===== config.mk =====
export PLATFORM = sky130hd
export DESIGN_NAME = usb_handshake_tx_sched_flat
export DESIGN_NICKNAME = d
export VERILOG_FILES = /design/src/rtl/usb_handshake_tx_sched_pkg.sv /design/src/rtl/usb_handshake_tx_sched_if.sv /design/src/rtl/usb_handshake_tx_sched_pid_serializer.sv /design/src/rtl/usb_handshake_tx_sched.sv /design/src/flat_wrapper.sv
export SDC_FILE = /design/constraint.sdc
export NUM_CORES = 1
export LEC_CHECK = 0
export BUFFER_PORTS_ARGS = -buffer_cell sky130_fd_sc_hd__buf_2
export CAP_MARGIN = 20
export CORE_ASPECT_RATIO = 2
export CORE_UTILIZATION = 32
export CTS_BUF_LIST = sky130_fd_sc_hd__clkbuf_4 sky130_fd_sc_hd__clkbuf_8 sky130_fd_sc_hd__clkbuf_16
export DETAILED_ROUTE_END_ITERATION = 12
export PLACE_DENSITY = 0.57
export SYNTH_ARGS = -nofsm -noshare
export SYNTH_HDL_FRONTEND = slang
export SYNTH_SLANG_ARGS = --single-unit

===== constraint.sdc =====
create_clock -name useClk -period 2.1 [get_ports useClk]
set_input_delay 0 -clock useClk [delete_from_list [all_inputs] [get_ports useClk]]
set_output_delay 0 -clock useClk [all_outputs]
set_load 0.005 [all_outputs]

===== src/rtl/usb_handshake_tx_sched_pkg.sv =====
// Shared USB transmit definitions: handshake PID codes, scheduler state
// encoding, default packet framing lengths and a small constant helper.
package usb_pkg;

    typedef logic [3:0] pid_t;

    localparam pid_t PID_ACK   = 4'b0010;
    localparam pid_t PID_NAK   = 4'b1010;
    localparam pid_t PID_STALL = 4'b1110;

    localparam int unsigned SYNC_BITS_DEF = 8;
    localparam int unsigned EOP_BITS_DEF  = 2;
    localparam int unsigned GAP_BITS_DEF  = 2;
    localparam int unsigned PID_BITS      = 8;

    typedef enum logic [2:0] {
        ST_IDLE = 3'd0,
        ST_SYNC = 3'd1,
        ST_PID  = 3'd2,
        ST_EOP  = 3'd3,
        ST_GAP  = 3'd4
    } tx_state_e;

    // Larger of two sizes, used to size the per-state bit counter.
    function automatic int unsigned max2(input int unsigned a, input int unsigned b);
        return (a > b) ? a : b;
    endfunction

endpackage


===== src/rtl/usb_handshake_tx_sched_if.sv =====
// Handshake scheduler bus: bit strobe and request pulses in, NRZ bit stream,
// line control and status out.
//   master : the scheduler (consumes strobe/requests, drives tx/status)
//   slave  : the surrounding endpoint logic / line driver
interface usb_handshake_tx_sched_if;
    import usb_pkg::*;

    logic checkData;
    logic reqAck;
    logic reqNak;
    logic reqStall;
    logic txData;
    logic txOE;
    logic callEop;
    logic busy;
    pid_t grantPid;
    logic done;
    logic dropped;

    modport master (
        input  checkData, reqAck, reqNak, reqStall,
        output txData, txOE, callEop, busy, grantPid, done, dropped
    );

    modport slave (
        output checkData, reqAck, reqNak, reqStall,
        input  txData, txOE, callEop, busy, grantPid, done, dropped
    );
endinterface


===== src/rtl/usb_handshake_tx_sched_pid_serializer.sv =====
// PID serializer: returns bit i_idx (LSB first) of the PID byte {~pid, pid}.
// Ports: i_pid - 4-bit PID, i_idx - bit index 0..7, o_bit_c - raw NRZ bit.
module usb_pid_serializer
    import usb_pkg::*;
(
    input  pid_t       i_pid,
    input  logic [2:0] i_idx,
    output logic       o_bit_c
);
    logic [7:0] w_pid_byte;

    assign w_pid_byte = {~i_pid, i_pid};
    assign o_bit_c    = w_pid_byte[i_idx];
endmodule


===== src/rtl/usb_handshake_tx_sched.sv =====
// Device-side handshake transmit scheduler. Latches ACK/NAK/STALL requests,
// grants one by fixed priority (STALL > NAK > ACK) on a bit strobe while idle,
// then emits SYNC, PID, EOP and an inter-packet gap, one bit per strobe.
// Ports: useClk - clock, rst - synchronous active-high reset,
//        bus    - strobe/request inputs and tx/status outputs (master side).
module usb_handshake_tx_sched
    import usb_pkg::*;
#(
    parameter int unsigned SYNC_BITS = SYNC_BITS_DEF,
    parameter int unsigned EOP_BITS  = EOP_BITS_DEF,
    parameter int unsigned GAP_BITS  = GAP_BITS_DEF
) (
    input  logic                     useClk,
    input  logic                     rst,
    usb_handshake_tx_sched_if.master bus
);
    localparam int unsigned CNT_MAX = max2(max2(SYNC_BITS, PID_BITS), max2(EOP_BITS, GAP_BITS));
    localparam int unsigned CNT_W   = $clog2(CNT_MAX + 1);

    tx_state_e        r_state,     w_state_nxt;
    logic [CNT_W-1:0] r_cnt,       w_cnt_nxt;
    logic [2:0]       r_pend,      w_pend_nxt;   // {stall, nak, ack}
    logic [2:0]       w_clr;
    logic             r_tx_data,   w_tx_data_nxt;
    logic             r_tx_oe,     w_tx_oe_nxt;
    logic             r_call_eop,  w_call_eop_nxt;
    logic             r_busy,      w_busy_nxt;
    pid_t             r_grant_pid, w_grant_pid_nxt;
    logic             r_done,      w_done_nxt;
    logic             r_dropped,   w_dropped_nxt;
    logic             w_pid_bit;

    usb_pid_serializer u_pid_ser (
        .i_pid   (r_grant_pid),
        .i_idx   (r_cnt[2:0]),
        .o_bit_c (w_pid_bit)
    );

    // State and output registers.
    always_ff @(posedge useClk) begin
        if (rst) begin
            r_state     <= ST_IDLE;
            r_cnt       <= '0;
            r_pend      <= '0;
            r_tx_data   <= 1'b0;
            r_tx_oe     <= 1'b0;
            r_call_eop  <= 1'b0;
            r_busy      <= 1'b0;
            r_grant_pid <= '0;
            r_done      <= 1'b0;
            r_dropped   <= 1'b0;
        end else begin
            r_state     <= w_state_nxt;
            r_cnt       <= w_cnt_nxt;
            r_pend      <= w_pend_nxt;
            r_tx_data   <= w_tx_data_nxt;
            r_tx_oe     <= w_tx_oe_nxt;
            r_call_eop  <= w_call_eop_nxt;
            r_busy      <= w_busy_nxt;
            r_grant_pid <= w_grant_pid_nxt;
            r_done      <= w_done_nxt;
            r_dropped   <= w_dropped_nxt;
        end
    end

    // Arbitration and bit sequencing; r_cnt counts strobes consumed in the
    // current state, so the launch strobe already counts as SYNC bit 0.
    always_comb begin
        w_state_nxt     = r_state;
        w_cnt_nxt       = r_cnt;
        w_tx_data_nxt   = r_tx_data;
        w_tx_oe_nxt     = r_tx_oe;
        w_call_eop_nxt  = r_call_eop;
        w_busy_nxt      = r_busy;
        w_grant_pid_nxt = r_grant_pid;
        w_done_nxt      = 1'b0;
        w_dropped_nxt   = 1'b0;
        w_clr           = 3'b000;

        if (bus.checkData) begin
            case (r_state)
                ST_IDLE: begin
                    if (|r_pend) begin
                        // Winner and every lower-priority request are cleared.
                        if (r_pend[2]) begin
                            w_grant_pid_nxt = PID_STALL;
                            w_clr           = 3'b111;
                            w_dropped_nxt   = |r_pend[1:0];
                        end else if (r_pend[1]) begin
                            w_grant_pid_nxt = PID_NAK;
                            w_clr           = 3'b011;
                            w_dropped_nxt   = r_pend[0];
                        end else begin
                            w_grant_pid_nxt = PID_ACK;
                            w_clr           = 3'b001;
                        end
                        w_tx_oe_nxt    = 1'b1;
                        w_busy_nxt     = 1'b1;
                        w_call_eop_nxt = 1'b0;
                        w_tx_data_nxt  = (SYNC_BITS == 1);
                        if (SYNC_BITS == 1) begin
                            w_state_nxt = ST_PID;
                            w_cnt_nxt   = '0;
                        end else begin
                            w_state_nxt = ST_SYNC;
                            w_cnt_nxt   = CNT_W'(1);
                        end
                    end
                end
                ST_SYNC: begin
                    w_tx_data_nxt = (r_cnt == CNT_W'(SYNC_BITS - 1));
                    if (r_cnt == CNT_W'(SYNC_BITS - 1)) begin
                        w_state_nxt = ST_PID;
                        w_cnt_nxt   = '0;
                    end else begin
                        w_cnt_nxt = CNT_W'(r_cnt + CNT_W'(1));
                    end
                end
                ST_PID: begin
                    w_tx_data_nxt = w_pid_bit;
                    if (r_cnt == CNT_W'(PID_BITS - 1)) begin
                        w_state_nxt = ST_EOP;
                        w_cnt_nxt   = '0;
                    end else begin
                        w_cnt_nxt = CNT_W'(r_cnt + CNT_W'(1));
                    end
                end
                ST_EOP: begin
                    w_tx_data_nxt  = 1'b0;
                    w_call_eop_nxt = 1'b1;
                    if (r_cnt == CNT_W'(EOP_BITS - 1)) begin
                        w_state_nxt = ST_GAP;
                        w_cnt_nxt   = '0;
                    end else begin
                        w_cnt_nxt = CNT_W'(r_cnt + CNT_W'(1));
                    end
                end
                ST_GAP: begin
                    // First gap strobe releases the line; the rest are idle bit times.
                    if (r_cnt == '0) begin
                        w_tx_data_nxt   = 1'b0;
                        w_tx_oe_nxt     = 1'b0;
                        w_call_eop_nxt  = 1'b0;
                        w_grant_pid_nxt = '0;
                        w_done_nxt      = 1'b1;
                    end
                    if (r_cnt == CNT_W'(GAP_BITS)) begin
                        w_state_nxt = ST_IDLE;
                        w_cnt_nxt   = '0;
                        w_busy_nxt  = 1'b0;
                    end else begin
                        w_cnt_nxt = CNT_W'(r_cnt + CNT_W'(1));
                    end
                end
                default: begin
                    w_state_nxt = ST_IDLE;
                    w_cnt_nxt   = '0;
                end
            endcase
        end

        // New requests are OR'd after clearing so a same-cycle request survives a grant.
        w_pend_nxt = (r_pend & ~w_clr) | {bus.reqStall, bus.reqNak, bus.reqAck};
    end

    assign bus.txData   = r_tx_data;
    assign bus.txOE     = r_tx_oe;
    assign bus.callEop  = r_call_eop;
    assign bus.busy     = r_busy;
    assign bus.grantPid = r_grant_pid;
    assign bus.done     = r_done;
    assign bus.dropped  = r_dropped;
endmodule


===== src/flat_wrapper.sv =====
// flat-port wrapper written by rule: the top's interface ports become plain ports
module usb_handshake_tx_sched_flat import usb_pkg::*;
#(
    parameter int unsigned SYNC_BITS = SYNC_BITS_DEF,
    parameter int unsigned EOP_BITS  = EOP_BITS_DEF,
    parameter int unsigned GAP_BITS  = GAP_BITS_DEF
)
  (useClk, rst, bus_checkData, bus_reqAck, bus_reqNak, bus_reqStall, bus_txData, bus_txOE, bus_callEop, bus_busy, bus_grantPid, bus_done, bus_dropped);
  usb_handshake_tx_sched_if bus_i ();
  input  logic useClk;
  input  logic rst;
  input wire logic [$bits(bus_i.checkData)-1:0] bus_checkData;
  input wire logic [$bits(bus_i.reqAck)-1:0] bus_reqAck;
  input wire logic [$bits(bus_i.reqNak)-1:0] bus_reqNak;
  input wire logic [$bits(bus_i.reqStall)-1:0] bus_reqStall;
  output wire logic [$bits(bus_i.txData)-1:0] bus_txData;
  output wire logic [$bits(bus_i.txOE)-1:0] bus_txOE;
  output wire logic [$bits(bus_i.callEop)-1:0] bus_callEop;
  output wire logic [$bits(bus_i.busy)-1:0] bus_busy;
  output wire logic [$bits(bus_i.grantPid)-1:0] bus_grantPid;
  output wire logic [$bits(bus_i.done)-1:0] bus_done;
  output wire logic [$bits(bus_i.dropped)-1:0] bus_dropped;
  assign bus_i.checkData = bus_checkData;
  assign bus_i.reqAck = bus_reqAck;
  assign bus_i.reqNak = bus_reqNak;
  assign bus_i.reqStall = bus_reqStall;
  assign bus_txData = bus_i.txData;
  assign bus_txOE = bus_i.txOE;
  assign bus_callEop = bus_i.callEop;
  assign bus_busy = bus_i.busy;
  assign bus_grantPid = bus_i.grantPid;
  assign bus_done = bus_i.done;
  assign bus_dropped = bus_i.dropped;
  usb_handshake_tx_sched #(.SYNC_BITS(SYNC_BITS), .EOP_BITS(EOP_BITS), .GAP_BITS(GAP_BITS)) u_core (.useClk(useClk), .rst(rst), .bus(bus_i));
endmodule

==> impl_metrics.csv, run 1 <==
group,metric,value,unit
critical_path,cp.required,2.26,ns
timing,finalSetupTns,0,ns
synth,ys_ff_latch,18,
synth,netlist_instances,121,
timing,fin_crit_sh,92.0,%
layout,drive_gt1_share,21.4,%
synth,yosysTopAreaCellShare,34.5,%
synth,synth.largest_area_cell,"dfxtp_1",
critical_path,crit_chain,"inv_1 -> ha_1 -> a2111oi_4 -> or3_4 -> nand3_1 -> a311oi_1",
placed_design,post-place-cells,164,
critical_path,r2r_cells,6,
global_route,grt_overflow_total,0,
pwr,power,1.42,mW
synth,yosys_warnings,0,
cts,cts-htree-levels,1,
detailed_routing,drc_errors,0,
global_route,antenna_found_initial,0,
detailed_routing,postRouteAntennaNets,0,
synth,synth_edf_count,0,
detailed_routing,wl_per_cell,15.0,µm
cts,cts_made_buffers,3,
outcome,status,"complete, no violations",
timing,setup_violations,0,
detailed_routing,routed_via_density,5.54,
cts,cts_hold_buffers,3,
critical_path,cp.arrival,2.10,ns
flow_run,maxCapViolations,0,
placed_design,gp_congestion,0.993,
layout,diodes,0,
hold_path,hold_path_class,"in2reg",
cts,cts_resized,0,
timing,finalCriticalPeriod,1.93,ns
detailed_routing,drt_first_pass_iters,4,
detailed_routing,drt_iter0_drc,17,
cts,clk_latency,0.26,ns
cts,clockBufferDepth,2,
timing,rsz0062_at_grt,"no",
timing,fin_worst_skew,0.00565,ns
synth,yosys-top-cells-area,"dfxtp_1 (35%), a21oi_1 (5.3%), o21ai_0 (5.3%)",
detailed_routing,dr_total_vias,948,
synth,ys_seq_area_share,34.5,%
critical_path,reg2reg_slack,0.17,ns
critical_path,worst_setup_path_start_kind,"flop",
die,start_util,33.4,%
synth,avgSynthCellArea,8.62,µm²
global_route,grt_pass1_vias,937,
die,dieHeight,82.8,µm
pwr,power_density,1190,nW/µm²
hold_path,hold_path_end,"u_core.bus.done$_SDFF_PP0_",
synth,async_reset_ff_share,0,%
synth,synth_commonest_cells,"dfxtp_1 (18), nor2_1 (13), a21oi_1 (11), o21ai_0 (11), nand2_1 (8)",
cts,cts.reportedPaths.clkPinSlew,0.07,ns
layout,area_growth_syn_to_layout,14.5,%
layout,final_net_count,151,
cts,cts_sinks,18,
layout,fillers,337,
cts,post-cts-setup-buffers,0,
synth,syn_area,1040,µm²
critical_path,max_stage_delay,0.43,ns
layout,final_cell_count_no_fill,171,
detailed_routing,routed_wl,2560,µm
synth,synth_nets,131,
timing,final-hold-violation-count,0,
critical_path,reg2reg_to,"u_core.r_cnt[0]$_SDFFE_PP0P_",
cts,cts_tree,"built",
critical_path,end_kind,"flop",
die,die_w,42.4,µm
cts,clockRootBuffer,"clkbuf_8",
hold_path,hp-start,"bus_checkData",
critical_path,cp_max_fo,6,
synth,synth_cell_type_count,38,
synth,synth_ff_type,"dfxtp_1",
timing,fmax,517,MHz
pwr,vdd_drop_max,0.000543,V
die,coreArea,3120,µm²
placed_design,port-buffer-count,14,
global_route,grt_pass1_wl,4200,µm
timing,holdWs,0.0963,ns
global_route,grt_max_degree,22,
critical_path,critPathKind,"reg2reg",
global_route,grt.total_usage,16.1,%
die,row_count,29,
die,die-area,3510,µm²
die,ios,16,
pwr,p_leak,0.486,nW
hold_path,hold_depth,3,
critical_path,slowest_stage,"dfxtp_1",
timing,maxSlewViolCount,0,
synth,synth_most_common_cell,"dfxtp_1",
critical_path,r2r_start,"u_core.r_cnt[0]$_SDFFE_PP0P_",
placed_design,dpl.hpwl,1990,µm
[per-layer routing]
| layer | global-route usage (%) | vias up | share of wire [%] |
|---|---|---|---|
| li1 | - | 468 | - |
| met1 | 15.5 | 435 | 37 |
| met2 | 29.5 | 33 | 54 |
| met3 | 2.61 | 12 | 4.2 |
| met4 | 12.5 | 0 | 5.1 |
| met5 | 0 | - | 0 |
[worst max path at each step]
stage,startpoint,end,slack [ns],cells after the start
after floorplan,u_core.r_cnt[1]$_SDFFE_PP0P_,u_core.r_state[1]$_SDFFE_PP0P_,0.35,5
after global routing,u_core.r_cnt[0]$_SDFFE_PP0P_,u_core.r_cnt[0]$_SDFFE_PP0P_,0.03,6
after global placement,u_core.r_cnt[0]$_SDFFE_PP0P_,u_core.r_cnt[0]$_SDFFE_PP0P_,0.17,6
after detailed placement,u_core.r_cnt[0]$_SDFFE_PP0P_,u_core.r_cnt[0]$_SDFFE_PP0P_,0.19,6
after CTS,u_core.r_cnt[0]$_SDFFE_PP0P_,u_core.r_cnt[0]$_SDFFE_PP0P_,0.15,6
final,u_core.r_cnt[0]$_SDFFE_PP0P_,u_core.r_cnt[0]$_SDFFE_PP0P_,0.17,6
[power by group]
group / leakage [nW] / switching [mW] / internal [mW] / total, mW
registers: 0.148 / 0.115 / 0.405 / 0.519
clock network: 0.0288 / 0.121 / 0.167 / 0.287
logic: 0.309 / 0.330 / 0.282 / 0.612
total: 0.486 / 0.565 / 0.853 / 1.42
[cell usage in the layout (no fill, tap or decap), types with 2 or more instances in the layout]
cell type       n
dfxtp_1        18
buf_2          14
nor2_1         13
o21ai_0        11
a21oi_1        11
nand2_1         8
inv_1           7
nand3_1         6
buf_4           5
ha_1            4
clkbuf_8        4
a311oi_1        3
nor4_1          3
nor3_1          3
dlygate4sd3_1   3
o21a_1          2
a211oi_1        2
a31oi_1         2
mux2i_1         2
[registers in the layout (all words and copies together), names as in the netlist]
| register | count |
|---|---|
| u_core.r_cnt | 4 |
| u_core.r_pend | 3 |
| u_core.bus.done | 1 |
| u_core.bus.callEop | 1 |
| u_core.bus.busy | 1 |
| u_core.bus.dropped | 1 |
| u_core.bus.grantPid | 3 |
| u_core.bus.txData | 1 |
| u_core.r_state | 3 |
[stage by stage]
stage	area (µm²)	setup slack, ns	utilization (%)
finish	1190	0.167	38.3
global route	1190	0.0337	38.3
CTS	1190	0.152	38.3
detailed placement	1110	0.187	35.6
global placement	1110	0.166	35.6
floorplan	1040	0.347	-
[worst max-delay path: cells and delay by family (launching register included)]
family	cells	cell delay, ns
buffers and inverters	1	0.14
DFF	1	0.43
and+or+nand+nor	2	0.29
AOI/OAI and AO/OA	2	0.70
adders and majority gates	1	0.27
[cells by family (layout without fill, tap and decap cells)]
kind of cell,count (synthesis),in the layout,synth area share [%]
other cells,1,1,0.359
flops,18,18,34.5
buf+inv,14,33,10.2
mux,2,2,1.92
simple gates,43,43,21.0
xor+xnor,2,2,3.48
fa+ha+maj,4,4,4.80
compound gates,37,37,23.7
[area by class of cell]
| type | instances | area [µm²] | area share, % |
|---|---|---|---|
| timing repair buffer | 22 | 138 | 11.5 |
| clock buffer | 4 | 55.1 | 4.61 |
| multi-input combinational | 89 | 577 | 48.3 |
| tap | 31 | 38.8 | 3.25 |
| inverter | 7 | 26.3 | 2.20 |
| sequential | 18 | 360 | 30.2 |
No activity file was read; power rests on OpenSTA's default activity.
==> inputs of run 2 (changes only) <==
--- a/config.mk
+++ b/config.mk
@@ -7,11 +7,11 @@
 export LEC_CHECK = 0
 export BUFFER_PORTS_ARGS = -buffer_cell sky130_fd_sc_hd__buf_2
 export CAP_MARGIN = 20
-export CORE_ASPECT_RATIO = 2
-export CORE_UTILIZATION = 32
+export CORE_UTILIZATION = 54
 export CTS_BUF_LIST = sky130_fd_sc_hd__clkbuf_4 sky130_fd_sc_hd__clkbuf_8 sky130_fd_sc_hd__clkbuf_16
 export DETAILED_ROUTE_END_ITERATION = 12
-export PLACE_DENSITY = 0.57
+export PLACE_DENSITY = 0.83
+export SETUP_SLACK_MARGIN = 0.1
 export SYNTH_ARGS = -nofsm -noshare
 export SYNTH_HDL_FRONTEND = slang
 export SYNTH_SLANG_ARGS = --single-unit
==> run 2 against run 1 <==
  * Critical path depth down 1
  * Core utilization up 27 points
  * Worst setup slack better by 0.0051 ns
  * Flip-flop and latch count unchanged
  * Via count down 2.7%
  * Count of clock-buffer cells in the layout down 1
  * Global-route usage up 7.8 points
  * Cell area down 3.7%
  * Non-clock buffer count down 2
  * Power down 8.7%
  * Fmax up 0.26%
  * Hold slack worse by 0.032 ns
  * Highest routed layer unchanged
==> impl_metrics.csv, run 2 (synthesized netlist as in run 1, its figures left out) <==
group,metric,value,unit
global_route,grt_pass1_wl,3610,µm
critical_path,cp_max_fo,6,
pwr,p_leak,0.462,nW
die,ios,16,
cts,clk_latency,0.29,ns
detailed_routing,drt_first_pass_iters,4,
critical_path,cp.arrival,2.13,ns
cts,cts_tree,"built",
detailed_routing,routed_via_density,5.69,
cts,clockRootBuffer,"clkbuf_4",
placed_design,gp_congestion,0.902,
layout,fillers,171,
critical_path,r2r_start,"u_core.r_cnt[0]$_SDFFE_PP0P_",
hold_path,hold_path_end,"u_core.bus.done$_SDFF_PP0_",
detailed_routing,drc_errors,0,
pwr,p_sw_share,41.7,%
die,die_w,46.0,µm
timing,setup_violations,0,
timing,rsz0062_at_grt,"no",
global_route,grt_pass1_vias,832,
critical_path,end_kind,"flop",
critical_path,crit_buf_inv,0,
critical_path,crit_family,"simple AND/OR/NAND/NOR gates",
pwr,power_frac_clock,12.8,%
layout,drive_gt1_share,22.6,%
outcome,status,"complete, no violations",
cts,cts_sinks,18,
pwr,comb_power_share,46.7,%
flow_run,maxCapViolations,0,
timing,fin_crit_sh,91.8,%
die,row_count,15,
critical_path,reg2reg_to,"u_core.r_state[1]$_SDFFE_PP0P_",
timing,fmax,519,MHz
pwr,p_switching,0.540,mW
global_route,grt.total_usage,23.9,%
global_route,grt_max_degree,22,
timing,fin_worst_skew,0.00983,ns
cts,cts.reportedPaths.clkPinSlew,0.10,ns
detailed_routing,dr_total_vias,922,
layout,top_register,"u_core.r_cnt",
placed_design,port-buffer-count,14,
critical_path,max_stage_delay,0.44,ns
die,start_util,59.1,%
cts,clockBufferDepth,2,
timing,holdWs,0.0643,ns
detailed_routing,postRouteAntennaNets,0,
global_route,antenna_found_initial,0,
die,coreArea,1760,µm²
placed_design,dpl.hpwl,1550,µm
layout,diodes,0,
cts,cts-htree-levels,1,
pwr,vdd_drop_max,0.000712,V
timing,maxSlewViolCount,0,
global_route,grt_overflow_total,0,
pwr,intPower,0.754,mW
pwr,power_density,1120,nW/µm²
timing,finalSetupTns,0,ns
hold_path,hp-start,"bus_checkData",
critical_path,critPathKind,"reg2reg",
die,dieHeight,46.0,µm
detailed_routing,drt_iter0_drc,35,
critical_path,r2r_cells,5,
detailed_routing,wl_per_cell,13.4,µm
placed_design,post-place-ws,0.161,ns
hold_path,hold_depth,3,
critical_path,slowest_stage,"dfxtp_1",
critical_path,cp.required,2.30,ns
timing,final-hold-violation-count,0,
detailed_routing,routed_wl,2180,µm
layout,layout_common_cells,"dfxtp_1 (15), buf_2 (14), nor2_1 (13)",
critical_path,worst_setup_path_start_kind,"flop",
timing,finalCriticalPeriod,1.93,ns
cts,cts_made_buffers,3,
timing,setup_ws,0.172,ns
critical_path,reg2reg_slack,0.17,ns
critical_path,crit_chain,"ha_1 -> a311oi_1 -> or3_4 -> or4_1 -> a31oi_1",
hold_path,hold_path_class,"in2reg",
timing,slew_headroom,65.6,%
layout,area_growth_syn_to_layout,10.3,%
layout,mostFrequentLayoutCell,"dfxtp_1",
die,die-area,2110,µm²
pwr,seq_power_share,40.5,%
layout,largest_register_ffs,4,
layout,final_net_count,149,
layout,fin_util,65.2,%
timing,worstMarginPinSlew,0.513,ns
run 2: cell types whose count changed in the layout (fill, tap and decap cells not counted), sizes merged:
cell / change
buf: -2
clkbuf: -1
run 2: worst max-delay path by stage:
stage / endpoint / cells after the start / slack (ns) / start
floorplan: u_core.r_state[1]$_SDFFE_PP0P_ / 5 / 0.35 / u_core.r_cnt[1]$_SDFFE_PP0P_
global placement: u_core.r_state[1]$_SDFFE_PP0P_ / 6 / 0.25 / u_core.r_cnt[0]$_SDFFE_PP0P_
detailed placement: u_core.r_state[1]$_SDFFE_PP0P_ / 5 / 0.16 / u_core.r_state[1]$_SDFFE_PP0P_
CTS: u_core.r_state[1]$_SDFFE_PP0P_ / 5 / 0.14 / u_core.r_state[1]$_SDFFE_PP0P_
global route: u_core.r_state[1]$_SDFFE_PP0P_ / 6 / 0.11 / u_core.r_cnt[0]$_SDFFE_PP0P_
finish: u_core.r_state[1]$_SDFFE_PP0P_ / 5 / 0.17 / u_core.r_cnt[0]$_SDFFE_PP0P_
run 2: worst min-delay path, delay by kind of cell:
family / cells / cell delay, ns
buffers and inverters: 1 / 0.15
and+or+nand+nor: 2 / 0.17
run 2: routing by layer:
metal	track usage, %	share of wire (%)	vias up
li1	-	-	461
met1	30.9	47	436
met2	38.3	48	23
met3	6.75	4.6	2
met4	7.06	0.55	0
met5	0	0	-
run 2: what timing repair did:
item | 4_1_cts | 5_1_grt
hold buffers | 3 | 0
resized for setup | 0 | 5
setup endpoints to repair | 0 | 4
hold endpoints to repair | 3 | 0
buffers inserted | 0 | 0
run 2: final cells by class:
class / instances / area, µm² / area share (%)
clock buffer: 3 / 22.5 / 1.96
multi-input combinational: 89 / 584 / 50.8
timing repair buffer: 20 / 123 / 10.7
sequential: 18 / 364 / 31.6
tap: 25 / 31.3 / 2.72
inverter: 7 / 26.3 / 2.28
run 2: power groups by stage:
stage	Clock, mW	Combinational (mW)	Sequential (mW)
finish	0.166	0.604	0.524
global placement	0	0.562	0.516
CTS	0.174	0.585	0.514
detailed placement	0	0.572	0.523
floorplan	0	0.541	0.455
global route	0.186	0.659	0.540
run 2: metrics by stage:
step	std cells	total power [mW]	area [µm²]
after global routing	162	1.39	1150
after detailed placement	156	1.09	1090
after CTS	162	1.27	1140
after global placement	156	1.08	1090
final	162	1.29	1150
after floorplan	121	0.996	1040
==> inputs of run 3 (changes only) <==
--- a/config.mk
+++ b/config.mk
@@ -10,7 +10,7 @@
 export CORE_UTILIZATION = 54
 export CTS_BUF_LIST = sky130_fd_sc_hd__clkbuf_4 sky130_fd_sc_hd__clkbuf_8 sky130_fd_sc_hd__clkbuf_16
 export DETAILED_ROUTE_END_ITERATION = 12
-export PLACE_DENSITY = 0.83
+export PLACE_DENSITY = 0.75
 export SETUP_SLACK_MARGIN = 0.1
 export SYNTH_ARGS = -nofsm -noshare
 export SYNTH_HDL_FRONTEND = slang
==> run 3 against run 2 <==
  * Clock skew down 0.0060 ns
  * Count of clock-buffer cells in the layout increased by 1
  * Core utilization grew 0.78 points
  * Via count grew 3.9%
  * Flip-flop and latch count unchanged
  * Final cell count is 0.62% higher
  * Die area unchanged
==> impl_metrics.csv, run 3 (synthesized netlist as in run 1, its figures left out) <==
group,metric,value,unit
placed_design,dpl.hpwl,1630,µm
detailed_routing,drt_iter0_drc,45,
critical_path,r2r_start,"u_core.r_cnt[0]$_SDFFE_PP0P_",
critical_path,startpoint,"u_core.r_cnt[0]$_SDFFE_PP0P_",
global_route,grt_pass1_vias,807,
cts,clk_latency,0.29,ns
detailed_routing,drc_errors,0,
cts,cts_tree,"built",
die,dieHeight,46.0,µm
timing,setup_violations,0,
cts,clockBufferDepth,2,
layout,top_register,"u_core.r_cnt",
detailed_routing,dr_total_vias,958,
critical_path,max_stage_delay,0.45,ns
placed_design,post-place-cells,155,
timing,holdWs,0.0696,ns
critical_path,end_kind,"flop",
global_route,grt_max_degree,22,
critical_path,reg2reg_to,"u_core.r_cnt[0]$_SDFFE_PP0P_",
timing,finalCriticalPeriod,1.94,ns
die,die-area,2110,µm²
layout,mostFrequentLayoutCell,"buf_2",
cts,cts_made_buffers,3,
die,start_util,59.1,%
critical_path,cp.arrival,2.13,ns
placed_design,postPlaceCellArea,1080,µm²
timing,maxSlewViolCount,0,
pwr,vdd_drop_max,0.000733,V
placed_design,post-place-ws,0.0979,ns
critical_path,slowest_stage,"a2111oi_4",
layout,fin_util,66.0,%
timing,fmax,514,MHz
pwr,p_leak,0.471,nW
detailed_routing,drt_first_pass_iters,4,
global_route,antenna_found_initial,0,
placed_design,gp_congestion,0.868,
die,ios,16,
layout,drive_gt1_share,24.6,%
flow_run,maxCapViolations,0,
critical_path,cp_max_fo,6,
critical_path,crit_family,"compound AO/OA/AOI/OAI gates",
critical_path,worst-path-stages,6,
die,die_w,46.0,µm
layout,fin_area,1160,µm²
die,row_count,15,
critical_path,crit_chain,"inv_1 -> ha_1 -> a2111oi_4 -> or3_4 -> nand3_1 -> a311oi_1",
layout,diodes,0,
cts,cts-htree-levels,1,
placed_design,port-buffer-count,14,
critical_path,reg2reg_slack,0.16,ns
pwr,power_density,1150,nW/µm²
timing,finalSetupTns,0,ns
detailed_routing,routed_via_density,5.88,
detailed_routing,wl_per_cell,14.2,µm
layout,fillers,161,
cts,cts_sinks,18,
outcome,status,"complete, no violations",
cts,cts.reportedPaths.clkPinSlew,0.10,ns
hold_path,hold_path_class,"in2reg",
critical_path,worst_setup_path_start_kind,"flop",
layout,final_cell_count_no_fill,163,
global_route,grt.total_usage,23.6,%
detailed_routing,postRouteAntennaNets,0,
critical_path,cp.required,2.29,ns
critical_path,endpoint,"u_core.r_cnt[0]$_SDFFE_PP0P_",
layout,largest_register_ffs,4,
global_route,grt_pass1_wl,3530,µm
cts,clockRootBuffer,"clkbuf_4",
global_route,grt_overflow_total,0,
pwr,power,1.34,mW
critical_path,crit_buf_inv,1,
timing,final-hold-violation-count,0,
timing,rsz0062_at_grt,"no",
layout,final_net_count,149,
die,coreArea,1760,µm²
timing,fin_crit_sh,92.6,%
detailed_routing,routed_wl,2310,µm
hold_path,hp-start,"bus_checkData",
timing,setup_ws,0.156,ns
layout,layout_common_cells,"buf_2 (14), nor2_1 (13), dfxtp_1 (13)",
layout,area_growth_syn_to_layout,11.6,%
critical_path,critPathKind,"reg2reg",
timing,fin_worst_skew,0.00382,ns
critical_path,r2r_cells,6,
-- run 3: metal layers --
layer | share of wire [%] | track usage [%]
met4 | 1.2 | 12.4
met5 | 0 | 0
met3 | 5.5 | 3.57
met2 | 46 | 36.6
met1 | 47 | 31.3
-- run 3: timing repair --
item                                   in CTS  in global routing
pin swaps                                   1                  0
hold buffers                                3                  0
gates resized for setup                     0                  6
setup endpoints to repair                   1                  3
setup buffers                               1                  0
endpoints found under the hold margin       3                  0
-- run 3: where the power goes --
part	leakage (nW)	internal, mW	total [mW]	switching (mW)
clock network	0.0210	0.106	0.213	0.108
logic	0.301	0.276	0.601	0.325
registers	0.149	0.412	0.526	0.114
total	0.471	0.793	1.34	0.547
-- run 3: worst min path at each step --
stage                                  endpoint  slack, ns  cells after the start
finish               u_core.bus.done$_SDFF_PP0_       0.07                      3
global route         u_core.bus.done$_SDFF_PP0_       0.07                      3
CTS                  u_core.bus.done$_SDFF_PP0_       0.06                      3
detailed placement  u_core.r_pend[0]$_SDFF_PP0_       0.22                      3
global placement    u_core.r_pend[0]$_SDFF_PP0_       0.21                      3
floorplan           u_core.r_pend[0]$_SDFF_PP0_       0.12                      2
-- run 3: area by class of cell --
| type | count | area [µm²] | area share [%] |
|---|---|---|---|
| multi-input cells | 89 | 582 | 49.9 |
| repair buffers | 20 | 123 | 10.5 |
| clock buffers | 4 | 36.3 | 3.11 |
| flip-flops and latches | 18 | 367 | 31.5 |
| well taps | 25 | 31.3 | 2.69 |
| inverters | 7 | 26.3 | 2.26 |
-- run 3: worst reg2reg max path, cell delays in order, from the launching register on --
cell	delay, ns
dfxtp_2	0.39
inv_1	0.11
ha_1	0.26
a2111oi_4	0.45
or3_4	0.22
nand3_1	0.09
a311oi_1	0.32
